## config.mk

```make
export PLATFORM = sky130hd
export DESIGN_NAME = ks_pipe_adder_flat
export DESIGN_NICKNAME = d
export VERILOG_FILES = /design/src/rtl/ks_adder_pkg.sv /design/src/rtl/ks_pipe_adder_if.sv /design/src/rtl/ks_prefix_level.sv /design/src/rtl/ks_pipe_adder.sv /design/src/flat_wrapper.sv
export SDC_FILE = /design/constraint.sdc
export NUM_CORES = 1
export LEC_CHECK = 0
export ABC_CLOCK_PERIOD_IN_PS = 1400
export CAP_MARGIN = 10
export CORE_ASPECT_RATIO = 0.7
export CORE_UTILIZATION = 40
export CTS_CLUSTER_DIAMETER = 100
export CTS_CLUSTER_SIZE = 8
export DETAILED_ROUTE_END_ITERATION = 7
export RECOVER_POWER = 50
export SLEW_MARGIN = 20
export SYNTH_ARGS = -nofsm -noshare
export SYNTH_HDL_FRONTEND = slang
export SYNTH_SLANG_ARGS = --single-unit
export TNS_END_PERCENT = 10
```

## constraint.sdc

```tcl
create_clock -name clk -period 1.4 [get_ports clk]
set_clock_uncertainty 0.1 [all_clocks]
set_input_delay 0.21 -clock clk [delete_from_list [all_inputs] [get_ports clk]]
set_output_delay 0.21 -clock clk [all_outputs]
set_load 0.05 [all_outputs]
```

## src/rtl/ks_adder_pkg.sv

```systemverilog
`default_nettype none
// ============================================================================
// Package : ks_adder_pkg
// Brief   : Shared constants and helpers for the Kogge-Stone pipelined adder.
// Rev     : 1.0
// ============================================================================
package ks_adder_pkg;

   localparam int KS_MIN_WIDTH = 4;
   localparam int KS_MAX_WIDTH = 64;

   function automatic int ks_levels(input int width);
      return $clog2(width);
   endfunction

   function automatic int ks_latency(input int width);
      return ks_levels(width) + 2;
   endfunction

   function automatic bit ks_width_ok(input int width);
      return (width >= KS_MIN_WIDTH) && (width <= KS_MAX_WIDTH) &&
             ((width & (width - 1)) == 0);
   endfunction

   // Saturation bounds, returned 64 bits wide; callers slice to WIDTH.
   function automatic logic [63:0] ks_sat_max(input int width);
      return (64'd1 << (width - 1)) - 64'd1;
   endfunction

   function automatic logic [63:0] ks_sat_min(input int width);
      return 64'd1 << (width - 1);
   endfunction

endpackage
`default_nettype wire

```

## src/rtl/ks_pipe_adder_if.sv

```systemverilog
`default_nettype none
// ============================================================================
// Interface : ks_pipe_adder_if
// Brief     : Operand and result handshakes of ks_pipe_adder.
//             The sat signal exists only with KS_PIPE_ADDER_SAT_EN.
// Rev       : 1.0
// ============================================================================
interface ks_pipe_adder_if
   import ks_adder_pkg::*;
#(
   parameter int WIDTH = 16
);
   logic             in_valid;
   logic             in_ready;
   logic [WIDTH-1:0] a;
   logic [WIDTH-1:0] b;
   logic             cin;
   logic             sub;
`ifdef KS_PIPE_ADDER_SAT_EN
   logic             sat;
`endif
   logic             out_valid;
   logic             out_ready;
   logic [WIDTH-1:0] sum;
   logic             cout;
   logic             ovf;

   modport master (
`ifdef KS_PIPE_ADDER_SAT_EN
      output sat,
`endif
      output in_valid, a, b, cin, sub, out_ready,
      input  in_ready, out_valid, sum, cout, ovf
   );

   modport slave (
`ifdef KS_PIPE_ADDER_SAT_EN
      input  sat,
`endif
      input  in_valid, a, b, cin, sub, out_ready,
      output in_ready, out_valid, sum, cout, ovf
   );
endinterface
`default_nettype wire

```

## src/rtl/ks_prefix_level.sv

```systemverilog
`default_nettype none
// ============================================================================
// Module : ks_prefix_level
// Brief  : One registered Kogge-Stone prefix level merging spans DIST apart.
// Rev    : 1.0
// ============================================================================
module ks_prefix_level
   import ks_adder_pkg::*;
#(
   parameter int WIDTH = 16,
   parameter int DIST  = 1,
   parameter int AUXW  = 1
) (
   input  logic             clk,
   input  logic             rst_n,
   input  logic             adv_i,
   input  logic             v_i,
   input  logic [WIDTH-1:0] p_i,
   input  logic [WIDTH-1:0] gg_i,
   input  logic [WIDTH-1:0] pp_i,
   input  logic [AUXW-1:0]  aux_i,
   output logic             v_o,
   output logic [WIDTH-1:0] p_o,
   output logic [WIDTH-1:0] gg_o,
   output logic [WIDTH-1:0] pp_o,
   output logic [AUXW-1:0]  aux_o
);

   logic [WIDTH-1:0] w_gg;
   logic [WIDTH-1:0] w_pp;

   for (genvar i = 0; i < WIDTH; i++) begin : g_bit
      if (i >= DIST) begin : g_merge
         assign w_gg[i] = gg_i[i] | (pp_i[i] & gg_i[i-DIST]);
         assign w_pp[i] = pp_i[i] & pp_i[i-DIST];
      end else begin : g_pass
         assign w_gg[i] = gg_i[i];
         assign w_pp[i] = pp_i[i];
      end
   end

   logic             v_q,   v_d;
   logic [WIDTH-1:0] p_q,   p_d;
   logic [WIDTH-1:0] gg_q,  gg_d;
   logic [WIDTH-1:0] pp_q,  pp_d;
   logic [AUXW-1:0]  aux_q, aux_d;

   always_comb begin
      v_d   = v_q;
      p_d   = p_q;
      gg_d  = gg_q;
      pp_d  = pp_q;
      aux_d = aux_q;
      if (adv_i) begin
         v_d   = v_i;
         p_d   = p_i;
         gg_d  = w_gg;
         pp_d  = w_pp;
         aux_d = aux_i;
      end
   end

   always_ff @(posedge clk or negedge rst_n) begin
      if (!rst_n) begin
         v_q   <= 1'b0;
         p_q   <= '0;
         gg_q  <= '0;
         pp_q  <= '0;
         aux_q <= '0;
      end else begin
         v_q   <= v_d;
         p_q   <= p_d;
         gg_q  <= gg_d;
         pp_q  <= pp_d;
         aux_q <= aux_d;
      end
   end

   assign v_o   = v_q;
   assign p_o   = p_q;
   assign gg_o  = gg_q;
   assign pp_o  = pp_q;
   assign aux_o = aux_q;

endmodule
`default_nettype wire

```

## src/rtl/ks_pipe_adder.sv

```systemverilog
`default_nettype none
// ============================================================================
// Module : ks_pipe_adder
// Brief  : Pipelined Kogge-Stone adder/subtractor with global-stall handshake.
//          Optional signed saturation enabled by KS_PIPE_ADDER_SAT_EN.
// Rev    : 1.0
// ============================================================================
module ks_pipe_adder
   import ks_adder_pkg::*;
#(
   parameter int WIDTH = 16
) (
   input  logic           clk,
   input  logic           rst_n,
   ks_pipe_adder_if.slave bus
);

   localparam int LVL = ks_levels(WIDTH);
`ifdef KS_PIPE_ADDER_SAT_EN
   localparam int AUXW = 2;
`else
   localparam int AUXW = 1;
`endif

   if (!ks_width_ok(WIDTH)) begin : g_bad_width
      $error("ks_pipe_adder: WIDTH must be a power of two from 4 to 64");
   end

   logic             out_valid_q, out_valid_d;
   logic [WIDTH-1:0] sum_q,       sum_d;
   logic             cout_q,      cout_d;
   logic             ovf_q,       ovf_d;

   // One stall signal for the whole pipe: it moves whenever the output slot frees up.
   logic w_adv;
   assign w_adv        = !out_valid_q || bus.out_ready;
   assign bus.in_ready = w_adv;

   logic [WIDTH-1:0] w_bx;
   logic [AUXW-1:0]  w_aux_in;
   assign w_bx        = bus.b ^ {WIDTH{bus.sub}};
   assign w_aux_in[0] = bus.sub ? 1'b1 : bus.cin;
`ifdef KS_PIPE_ADDER_SAT_EN
   assign w_aux_in[1] = bus.sat;
`endif

   logic             s0_v_q,   s0_v_d;
   logic [WIDTH-1:0] s0_p_q,   s0_p_d;
   logic [WIDTH-1:0] s0_g_q,   s0_g_d;
   logic [AUXW-1:0]  s0_aux_q, s0_aux_d;

   always_comb begin
      s0_v_d   = s0_v_q;
      s0_p_d   = s0_p_q;
      s0_g_d   = s0_g_q;
      s0_aux_d = s0_aux_q;
      if (w_adv) begin
         s0_v_d   = bus.in_valid;
         s0_p_d   = bus.a ^ w_bx;
         s0_g_d   = bus.a & w_bx;
         s0_aux_d = w_aux_in;
      end
   end

   always_ff @(posedge clk or negedge rst_n) begin
      if (!rst_n) begin
         s0_v_q   <= 1'b0;
         s0_p_q   <= '0;
         s0_g_q   <= '0;
         s0_aux_q <= '0;
      end else begin
         s0_v_q   <= s0_v_d;
         s0_p_q   <= s0_p_d;
         s0_g_q   <= s0_g_d;
         s0_aux_q <= s0_aux_d;
      end
   end

   logic             w_v   [0:LVL];
   logic [WIDTH-1:0] w_p   [0:LVL];
   logic [WIDTH-1:0] w_gg  [0:LVL];
   logic [WIDTH-1:0] w_pp  [0:LVL];
   logic [AUXW-1:0]  w_aux [0:LVL];

   // Carry-in folds into bit 0's generate, so the prefix G[i] is the carry out of bit i.
   assign w_v[0]   = s0_v_q;
   assign w_p[0]   = s0_p_q;
   assign w_pp[0]  = s0_p_q;
   assign w_gg[0]  = {s0_g_q[WIDTH-1:1], s0_g_q[0] | (s0_p_q[0] & s0_aux_q[0])};
   assign w_aux[0] = s0_aux_q;

   for (genvar lv = 0; lv < LVL; lv++) begin : g_level
      ks_prefix_level #(
         .WIDTH (WIDTH),
         .DIST  (1 << lv),
         .AUXW  (AUXW)
      ) u_level (
         .clk   (clk),
         .rst_n (rst_n),
         .adv_i (w_adv),
         .v_i   (w_v[lv]),
         .p_i   (w_p[lv]),
         .gg_i  (w_gg[lv]),
         .pp_i  (w_pp[lv]),
         .aux_i (w_aux[lv]),
         .v_o   (w_v[lv+1]),
         .p_o   (w_p[lv+1]),
         .gg_o  (w_gg[lv+1]),
         .pp_o  (w_pp[lv+1]),
         .aux_o (w_aux[lv+1])
      );
   end

   logic [WIDTH-1:0] w_c;
   logic [WIDTH-1:0] w_sum_raw;
   logic [WIDTH-1:0] w_sum_sel;
   logic             w_cout;
   logic             w_ovf;

   assign w_c       = {w_gg[LVL][WIDTH-2:0], w_aux[LVL][0]};
   assign w_sum_raw = w_p[LVL] ^ w_c;
   assign w_cout    = w_gg[LVL][WIDTH-1];
   // Carry into the MSB differing from carry out is the same test as equal
   // operand MSBs disagreeing with the sum MSB.
   assign w_ovf     = w_c[WIDTH-1] ^ w_cout;

`ifdef KS_PIPE_ADDER_SAT_EN
   localparam logic [63:0]      C_SAT_MAX64 = ks_sat_max(WIDTH);
   localparam logic [63:0]      C_SAT_MIN64 = ks_sat_min(WIDTH);
   localparam logic [WIDTH-1:0] C_SAT_MAX   = C_SAT_MAX64[WIDTH-1:0];
   localparam logic [WIDTH-1:0] C_SAT_MIN   = C_SAT_MIN64[WIDTH-1:0];
   // A wrapped negative sum means the true result overflowed positive.
   assign w_sum_sel = (w_aux[LVL][1] && w_ovf) ?
                      (w_sum_raw[WIDTH-1] ? C_SAT_MAX : C_SAT_MIN) : w_sum_raw;
`else
   assign w_sum_sel = w_sum_raw;
`endif

   always_comb begin
      out_valid_d = out_valid_q;
      sum_d       = sum_q;
      cout_d      = cout_q;
      ovf_d       = ovf_q;
      if (w_adv) begin
         out_valid_d = w_v[LVL];
         sum_d       = w_sum_sel;
         cout_d      = w_cout;
         ovf_d       = w_ovf;
      end
   end

   always_ff @(posedge clk or negedge rst_n) begin
      if (!rst_n) begin
         out_valid_q <= 1'b0;
         sum_q       <= '0;
         cout_q      <= 1'b0;
         ovf_q       <= 1'b0;
      end else begin
         out_valid_q <= out_valid_d;
         sum_q       <= sum_d;
         cout_q      <= cout_d;
         ovf_q       <= ovf_d;
      end
   end

   assign bus.out_valid = out_valid_q;
   assign bus.sum       = sum_q;
   assign bus.cout      = cout_q;
   assign bus.ovf       = ovf_q;

endmodule
`default_nettype wire
```

## src/flat_wrapper.sv

```systemverilog
// flat-port wrapper written by rule: the top's interface ports become plain ports
module ks_pipe_adder_flat import ks_adder_pkg::*;
#(
   parameter int WIDTH = 16
)
  (clk, rst_n, bus_in_valid, bus_a, bus_b, bus_cin, bus_sub, bus_out_ready, bus_in_ready, bus_out_valid, bus_sum, bus_cout, bus_ovf);
  ks_pipe_adder_if #(.WIDTH(WIDTH)) bus_i ();
  input  logic clk;
  input  logic rst_n;
  input wire logic [$bits(bus_i.in_valid)-1:0] bus_in_valid;
  input wire logic [$bits(bus_i.a)-1:0] bus_a;
  input wire logic [$bits(bus_i.b)-1:0] bus_b;
  input wire logic [$bits(bus_i.cin)-1:0] bus_cin;
  input wire logic [$bits(bus_i.sub)-1:0] bus_sub;
  input wire logic [$bits(bus_i.out_ready)-1:0] bus_out_ready;
  output wire logic [$bits(bus_i.in_ready)-1:0] bus_in_ready;
  output wire logic [$bits(bus_i.out_valid)-1:0] bus_out_valid;
  output wire logic [$bits(bus_i.sum)-1:0] bus_sum;
  output wire logic [$bits(bus_i.cout)-1:0] bus_cout;
  output wire logic [$bits(bus_i.ovf)-1:0] bus_ovf;
  assign bus_i.in_valid = bus_in_valid;
  assign bus_i.a = bus_a;
  assign bus_i.b = bus_b;
  assign bus_i.cin = bus_cin;
  assign bus_i.sub = bus_sub;
  assign bus_i.out_ready = bus_out_ready;
  assign bus_in_ready = bus_i.in_ready;
  assign bus_out_valid = bus_i.out_valid;
  assign bus_sum = bus_i.sum;
  assign bus_cout = bus_i.cout;
  assign bus_ovf = bus_i.ovf;
  ks_pipe_adder #(.WIDTH(WIDTH)) u_core (.clk(clk), .rst_n(rst_n), .bus(bus_i));
endmodule
```

==> impl_metrics.env, run 1 <==
export IMPL_p_per_area_nw_per_um2=2264
export IMPL_critical_path_cell_chain="nor2b_4 -> inv_8 -> buf_12"
export IMPL_cpPeakStageDelay_ps=350
export IMPL_routedWlPerCell_um=15.17
export IMPL_synth_area_per_cell_um2=9.237
export IMPL_dpl_instance_area_um2=10380
export IMPL_wirelength_mm=20.49
export IMPL_cts_sinks=223
export IMPL_fmax_mhz=618.7
export IMPL_cp_start_kind="flip-flop"
export IMPL_synth_cell_type_count=17
export IMPL_grt_max_degree=54
export IMPL_layout_min_cycle_time_ps=1616
export IMPL_fillers=2028
export IMPL_dpl_hpwl_mm=13.60
export IMPL_path_buf_inv=2
export IMPL_antenna_cells=0
export IMPL_gp_congestion=0.7640
export IMPL_die_width_um=181.4
export IMPL_setup_tns_ps=-13070
export IMPL_grt_setup_unrepaired="true"
export IMPL_cts_buffers=31
export IMPL_vias=6441
export IMPL_worst_setup_hold_path_clk_slew_ps=50
export IMPL_design_area_um2=11490
export IMPL_first_pass_iters=5
export IMPL_syn_area_um2=9015
export IMPL_arrival_ps=1310
export IMPL_gr_usage_all_layers_pct=18.52
export IMPL_ir_drop_v=0.001090
export IMPL_die_area_um2=23150
export IMPL_worst_slack_ps=-216.4
export IMPL_post_route_period_util_pct=115.5
export IMPL_crit_fanout=2
export IMPL_ys_ff_latch=223
export IMPL_die_h_um=127.6
export IMPL_yosysSeqAreaShare_pct=61.90
export IMPL_drt_iter0_markers=338
export IMPL_hold_viol_final=0
export IMPL_crit_family="flip-flops"
export IMPL_start_util_pct=41.16
export IMPL_tightest_slew_ps=994.9
export IMPL_via_per_inst=4.768
export IMPL_maxCapViolations=0
export IMPL_crit_required_ps=1090
export IMPL_slew_violations=0
export IMPL_power_leakage_nw=5.733
export IMPL_coreArea_um2=21900
export IMPL_ant_nets=0
export IMPL_antenna_found_initial=0
export IMPL_final_common_cell="nand2_1"
export IMPL_cts_max_level=1
export IMPL_portBuffers=57
export IMPL_nNetsFinal=1123
export IMPL_grt_remaining_overflow=0
export IMPL_final_cell_mix="nand2_1 (478), dfrtp_1 (219), a21oi_1 (50), o21ai_0 (43), buf_12 (38)"
export IMPL_r2r_slack_ps=-130
export IMPL_setup_violations=235
export IMPL_grt_pass1_wl_mm=34.31
export IMPL_rows=45
export IMPL_critPathKind="reg -> out"
export IMPL_end_kind="output pin"
export IMPL_clk_latency_ps=530
export IMPL_drc=0
export IMPL_slew_headroom_pct=33.68
export IMPL_cts_root_buffer="clkbuf_16"
export IMPL_synth_nets=1030
export IMPL_critPathSlowestCell="dfrtp_2"
export IMPL_violations="negative setup slack"
export IMPL_ys_warnings_count=0
export IMPL_cts_max_path_buffers=3
export IMPL_syn_inst=976
export IMPL_pin_count=58
export IMPL_syn2layout_area_growth_pct=27.51
export IMPL_run_status="finished, violations left"
export IMPL_grt_pass1_vias=6307
export IMPL_holdCritPathClass="in -> reg"
export IMPL_cts_tree="done"
export IMPL_drive_above_1_share_pct=12.44
## worst reg2reg max path, delay by kind of cell, from the launching register on
kind,cells,cell delay [ps]
buffers and inverters,3,640
and+or+nand+nor,2,230
AOI/OAI and AO/OA,1,110
DFF,1,390
## kinds of logic after synthesis
| kind of cell | count (synthesis) | share of synthesized area, % |
|---|---|---|
| simple gates | 535 | 22.83 |
| flops | 223 | 61.90 |
| compound gates | 117 | 6.523 |
| buf+inv | 52 | 3.317 |
| xor+xnor | 33 | 3.206 |
| fa+ha+maj | 16 | 2.221 |
## worst paths after layout
kind	from	to	cells after the start
worst max-delay path	u_core.bus.out_valid$_DFFE_PN0P_	bus_in_ready	3
worst min-delay path	bus_in_valid	u_core.s0_v_q$_DFFE_PN0P_	3
worst max register to register	u_core.bus.out_valid$_DFFE_PN0P_	u_core.s0_aux_q$_DFFE_PN0P_	6
worst min register to register	u_core.g_level[3].u_level.v_o$_DFFE_PN0P_	u_core.bus.out_valid$_DFFE_PN0P_	1
max in group asynchronous	rst_n	u_core.g_level[3].u_level.gg_o[11]$_DFFE_PN0P_	3
min in group asynchronous	rst_n	u_core.g_level[3].u_level.gg_o[14]$_DFFE_PN0P_	2
## flip-flops by register name, indices dropped and copies added, names as in the netlist
signal / flops
u_core.g_level.u_level.gg_o: 64
u_core.g_level.u_level.p_o: 64
u_core.g_level.u_level.pp_o: 34
u_core.bus.sum: 16
u_core.s0_g_q: 16
u_core.s0_p_q: 16
u_core.g_level.u_level.aux_o: 4
u_core.g_level.u_level.v_o: 4
u_core.bus.cout: 1
u_core.bus.out_valid: 1
u_core.bus.ovf: 1
u_core.s0_aux_q: 1
u_core.s0_v_q: 1
## power breakdown
group / leakage (nW) / total, mW / switching (mW) / internal (mW)
clock network: 0.384 / 6.33 / 2.49 / 3.84
registers: 2.81 / 11.4 / 2.29 / 9.13
logic: 2.54 / 8.28 / 4.45 / 3.83
## cells in the mapped netlist
cell	n	area [um2]
inv_2	1	3.750
nor2b_2	1	8.760
nor2_1	4	15.01
xor2_1	16	140.1
buf_6	4	45.04
a21oi_1	50	250.2
a21o_1	1	7.510
buf_2	32	160.2
nand2_1	495	1858
buf_4	9	67.56
nand2b_1	1	6.260
dfrtp_1	223	5580
clkbuf_1	6	22.52
xnor2_1	17	148.9
nand3_1	34	170.2
o21ai_0	66	330.3
ha_1	16	200.2
## through the flow
| step | util (%) | instances | power, mW | hold WS [ps] | worst slack [ps] |
|---|---|---|---|---|---|
| global placement | 47.37 | 1308 | 18.86 | 26.53 | -248.1 |
| CTS | 51.24 | 1345 | 25.58 | 74.21 | -245.1 |
| detailed placement | 47.37 | 1308 | 19.05 | 22.94 | -274.2 |
| finish | 52.48 | 1351 | 26.03 | 127.8 | -216.4 |
| global route | 52.48 | 1351 | 27.75 | 182.9 | -255.7 |
| floorplan | - | 976 | 15.56 | -185.6 | -84.70 |
## layout make-up
cell class | instances | area (um2) | area share (%)
Timing Repair Buffer | 111 | 1535 | 13.36
Multi-Input combinational cell | 701 | 3227 | 28.07
Clock buffer | 33 | 783.3 | 6.814
Tap cell | 282 | 352.8 | 3.070
Sequential cell | 223 | 5585 | 48.59
Inverter | 1 | 11.26 | 0.09796
## routing by layer
metal / track usage, % / part of all wire, %
met2: 25.86 / 40
met4: 4.337 / 2.1
met3: 3.278 / 4.5
met1: 29.48 / 53
met5: 0 / 0
## what timing repair did
item                                   CTS  global route
setup endpoints to repair               23           237
cloned                                   0             5
resized for setup                        9            70
endpoints found under the hold margin  223             0
hold buffers                             1             0
buffers inserted                         3             1
pin swaps                                0             1
(Power assumes the default switching activity.)
==> inputs of run 2 (changes only) <==
--- a/config.mk
+++ b/config.mk
@@ -17,4 +17,3 @@
 export SYNTH_ARGS = -nofsm -noshare
 export SYNTH_HDL_FRONTEND = slang
 export SYNTH_SLANG_ARGS = --single-unit
-export TNS_END_PERCENT = 10
==> run 2 against run 1 <==
Net effect: core utilization is 2.9 points higher; register-to-register slack improved by 30 ps; the run still ends with negative setup slack left; worst hold slack better by 2.3 ps; total power increased by 5.5%; sequential power hardly changed; global-route usage increased by 0.24 points; non-clock buffer count grew 20; critical path type unchanged; design area up 5.4%; die area did not move; clock-buffer cell count is the same; fmax decreased by 5.9%.
==> impl_metrics.env, run 2 (same netlist as run 1, synthesis figures left out) <==
export IMPL_seq_area_um2=5582
export IMPL_switching_share_pct=35.75
export IMPL_hold_viol_final=0
export IMPL_portBuffers=57
export IMPL_cts_tree="done"
export IMPL_power_frac_seq_pct=42.2
export IMPL_p_clk_share_pct=23.0
export IMPL_internal_power_mw=17.64
export IMPL_slew_violations=0
export IMPL_design_area_um2=12120
export IMPL_routedWlPerCell_um=16.47
export IMPL_r2r_slack_ps=-100
export IMPL_antenna_found_initial=0
export IMPL_p_per_area_nw_per_um2=2266
export IMPL_power_mw=27.46
export IMPL_pin_count=58
export IMPL_worstHoldStart="bus_in_valid"
export IMPL_grt_setup_unrepaired="true"
export IMPL_grt_remaining_overflow=0
export IMPL_switchingPower_mw=9.818
export IMPL_run_status="finished, violations left"
export IMPL_layout_min_cycle_time_ps=1718
export IMPL_setup_tns_ps=-11920
export IMPL_post_route_period_util_pct=122.7
export IMPL_syn2layout_area_growth_pct=34.43
export IMPL_nNetsFinal=1143
export IMPL_via_per_inst=4.985
export IMPL_arrival_ps=1410
export IMPL_start_util_pct=41.16
export IMPL_coreArea_um2=21900
export IMPL_holdCritPathClass="in -> reg"
export IMPL_grt_max_degree=62
export IMPL_wirelength_mm=22.60
export IMPL_cts_max_path_buffers=3
export IMPL_critPathKind="reg -> out"
export IMPL_drt_iter0_markers=492
export IMPL_grt_pass1_wl_mm=34.60
export IMPL_dpl_instance_area_um2=10270
export IMPL_crit_fanout=2
export IMPL_combPwrFrac_pct=34.8
export IMPL_violations="negative setup slack"
export IMPL_worst_slack_ps=-318.4
export IMPL_die_area_um2=23150
export IMPL_final_cell_mix="nand2_1 (442), dfrtp_1 (222), a21oi_1 (50), clkbuf_16 (48), nand2_2 (45)"
export IMPL_multiInputGateArea_um2=3352
export IMPL_antenna_cells=0
export IMPL_die_h_um=127.6
export IMPL_fillers=1912
export IMPL_final_common_cell="nand2_1"
export IMPL_end_kind="output pin"
export IMPL_clk_latency_ps=540
export IMPL_drc=0
export IMPL_cp_start_kind="flip-flop"
export IMPL_crit_required_ps=1090
export IMPL_cts_buffers=31
export IMPL_dpl_hpwl_mm=13.24
export IMPL_rows=45
export IMPL_slew_headroom_pct=31.83
export IMPL_maxCapViolations=0
export IMPL_vias=6839
export IMPL_cts_sinks=223
export IMPL_power_leakage_nw=6.043
export IMPL_holdWs_ps=130.2
export IMPL_cts_root_buffer="clkbuf_16"
export IMPL_ant_nets=0
export IMPL_die_width_um=181.4
export IMPL_crit_path_start="u_core.bus.out_valid$_DFFE_PN0P_"
export IMPL_hold_end="u_core.s0_v_q$_DFFE_PN0P_"
export IMPL_cts_max_level=1
export IMPL_ff2ff_path_depth=7
export IMPL_holdPathStages=3
export IMPL_grt_pass1_vias=6431
export IMPL_ir_drop_v=0.001083
export IMPL_first_pass_iters=5
export IMPL_gr_usage_all_layers_pct=18.77
export IMPL_worst_setup_hold_path_clk_slew_ps=50
export IMPL_tightest_slew_ps=1023
export IMPL_fmax_mhz=581.9
export IMPL_r2r_end="u_core.g_level[0].u_level.gg_o[3]$_DFFE_PN0P_"
export IMPL_setup_violations=241
export IMPL_reg2reg_from="u_core.bus.out_valid$_DFFE_PN0P_"
export IMPL_gp_congestion=0.7551
export IMPL_drive_above_1_share_pct=17.61
==> run 2: cell count changes in the layout (fill, tap and decap cells not counted), moves of 6 or more <==
| cell | delta |
|---|---|
| clkbuf_16 | +12 |
| nand2_2 | +33 |
| o21ai_0 | -23 |
| buf_16 | +6 |
| o21ai_1 | +19 |
| nand2_1 | -36 |
==> run 2: power groups by stage <==
stage | logic (mW) | registers, mW | clock network (mW)
floorplan | 4.11 | 11.5 | 0
global placement | 7.26 | 11.4 | 0
detailed placement | 7.40 | 11.5 | 0
CTS | 8.03 | 11.4 | 6.49
global route | 10.5 | 11.9 | 6.73
finish | 9.56 | 11.6 | 6.32
==> run 2: final cells by class <==
type                    count  area share, %
clock buffers              33          6.463
inverters                   1        0.05162
well taps                 282          2.911
multi-input cells         701          27.66
clock inverters             1        0.07227
flip-flops and latches    223          46.06
repair buffers            131          16.79
==> run 2: through the flow <==
step	worst slack, ps	std cells	util [%]
final	-318.4	1372	55.33
after global routing	-378.7	1372	55.33
after CTS	-349.8	1346	51.68
after detailed placement	-291.7	1297	46.88
after global placement	-269.6	1297	46.88
after floorplan	-84.70	976	-
==> run 2: timing repair <==
item                                   in CTS  in global routing
pin swaps                                   0                  1
endpoints found under the hold margin     223                  0
gates cloned                                4                 22
hold buffers                                1                  0
gates resized for setup                    14                140
setup endpoints to repair                  22                236
setup buffers                              11                  4
==> run 2: worst max-delay path by stage <==
| stage | to | slack (ps) | cells past startpoint |
|---|---|---|---|
| finish | bus_in_ready | -320 | 4 |
| global route | bus_in_ready | -380 | 4 |
| CTS | bus_in_ready | -350 | 4 |
| detailed placement | u_core.g_level[2].u_level.gg_o[4]$_DFFE_PN0P_ | -290 | 6 |
| global placement | u_core.s0_p_q[10]$_DFFE_PN0P_ | -270 | 6 |
| floorplan | u_core.bus.cout$_DFFE_PN0P_ | -80 | 7 |
==> run 2: critical path, cell delays in order (launching register included) <==
cell     delay, ps
dfrtp_2        350
nor2b_4        190
inv_4           60
buf_12         130
buf_12         140
==> run 2: per-layer routing <==
| layer | global-route usage, % | routed length (um) | vias to the layer above |
|---|---|---|---|
| met5 | 0 | 0 | - |
| met4 | 3.440 | 363 | 0 |
| met3 | 3.392 | 1257 | 38 |
| met2 | 27.08 | 9712 | 181 |
| met1 | 29.45 | 11260 | 3287 |
| li1 | - | - | 3333 |
==> inputs of run 3 (changes only) <==
--- a/config.mk
+++ b/config.mk
@@ -12,6 +12,7 @@
 export CTS_CLUSTER_DIAMETER = 100
 export CTS_CLUSTER_SIZE = 8
 export DETAILED_ROUTE_END_ITERATION = 7
+export GPL_TIMING_DRIVEN = 1
 export RECOVER_POWER = 50
 export SLEW_MARGIN = 20
 export SYNTH_ARGS = -nofsm -noshare
==> results of run 3 <==
The final DEF is identical to that of run 2; final timing and power are the same.
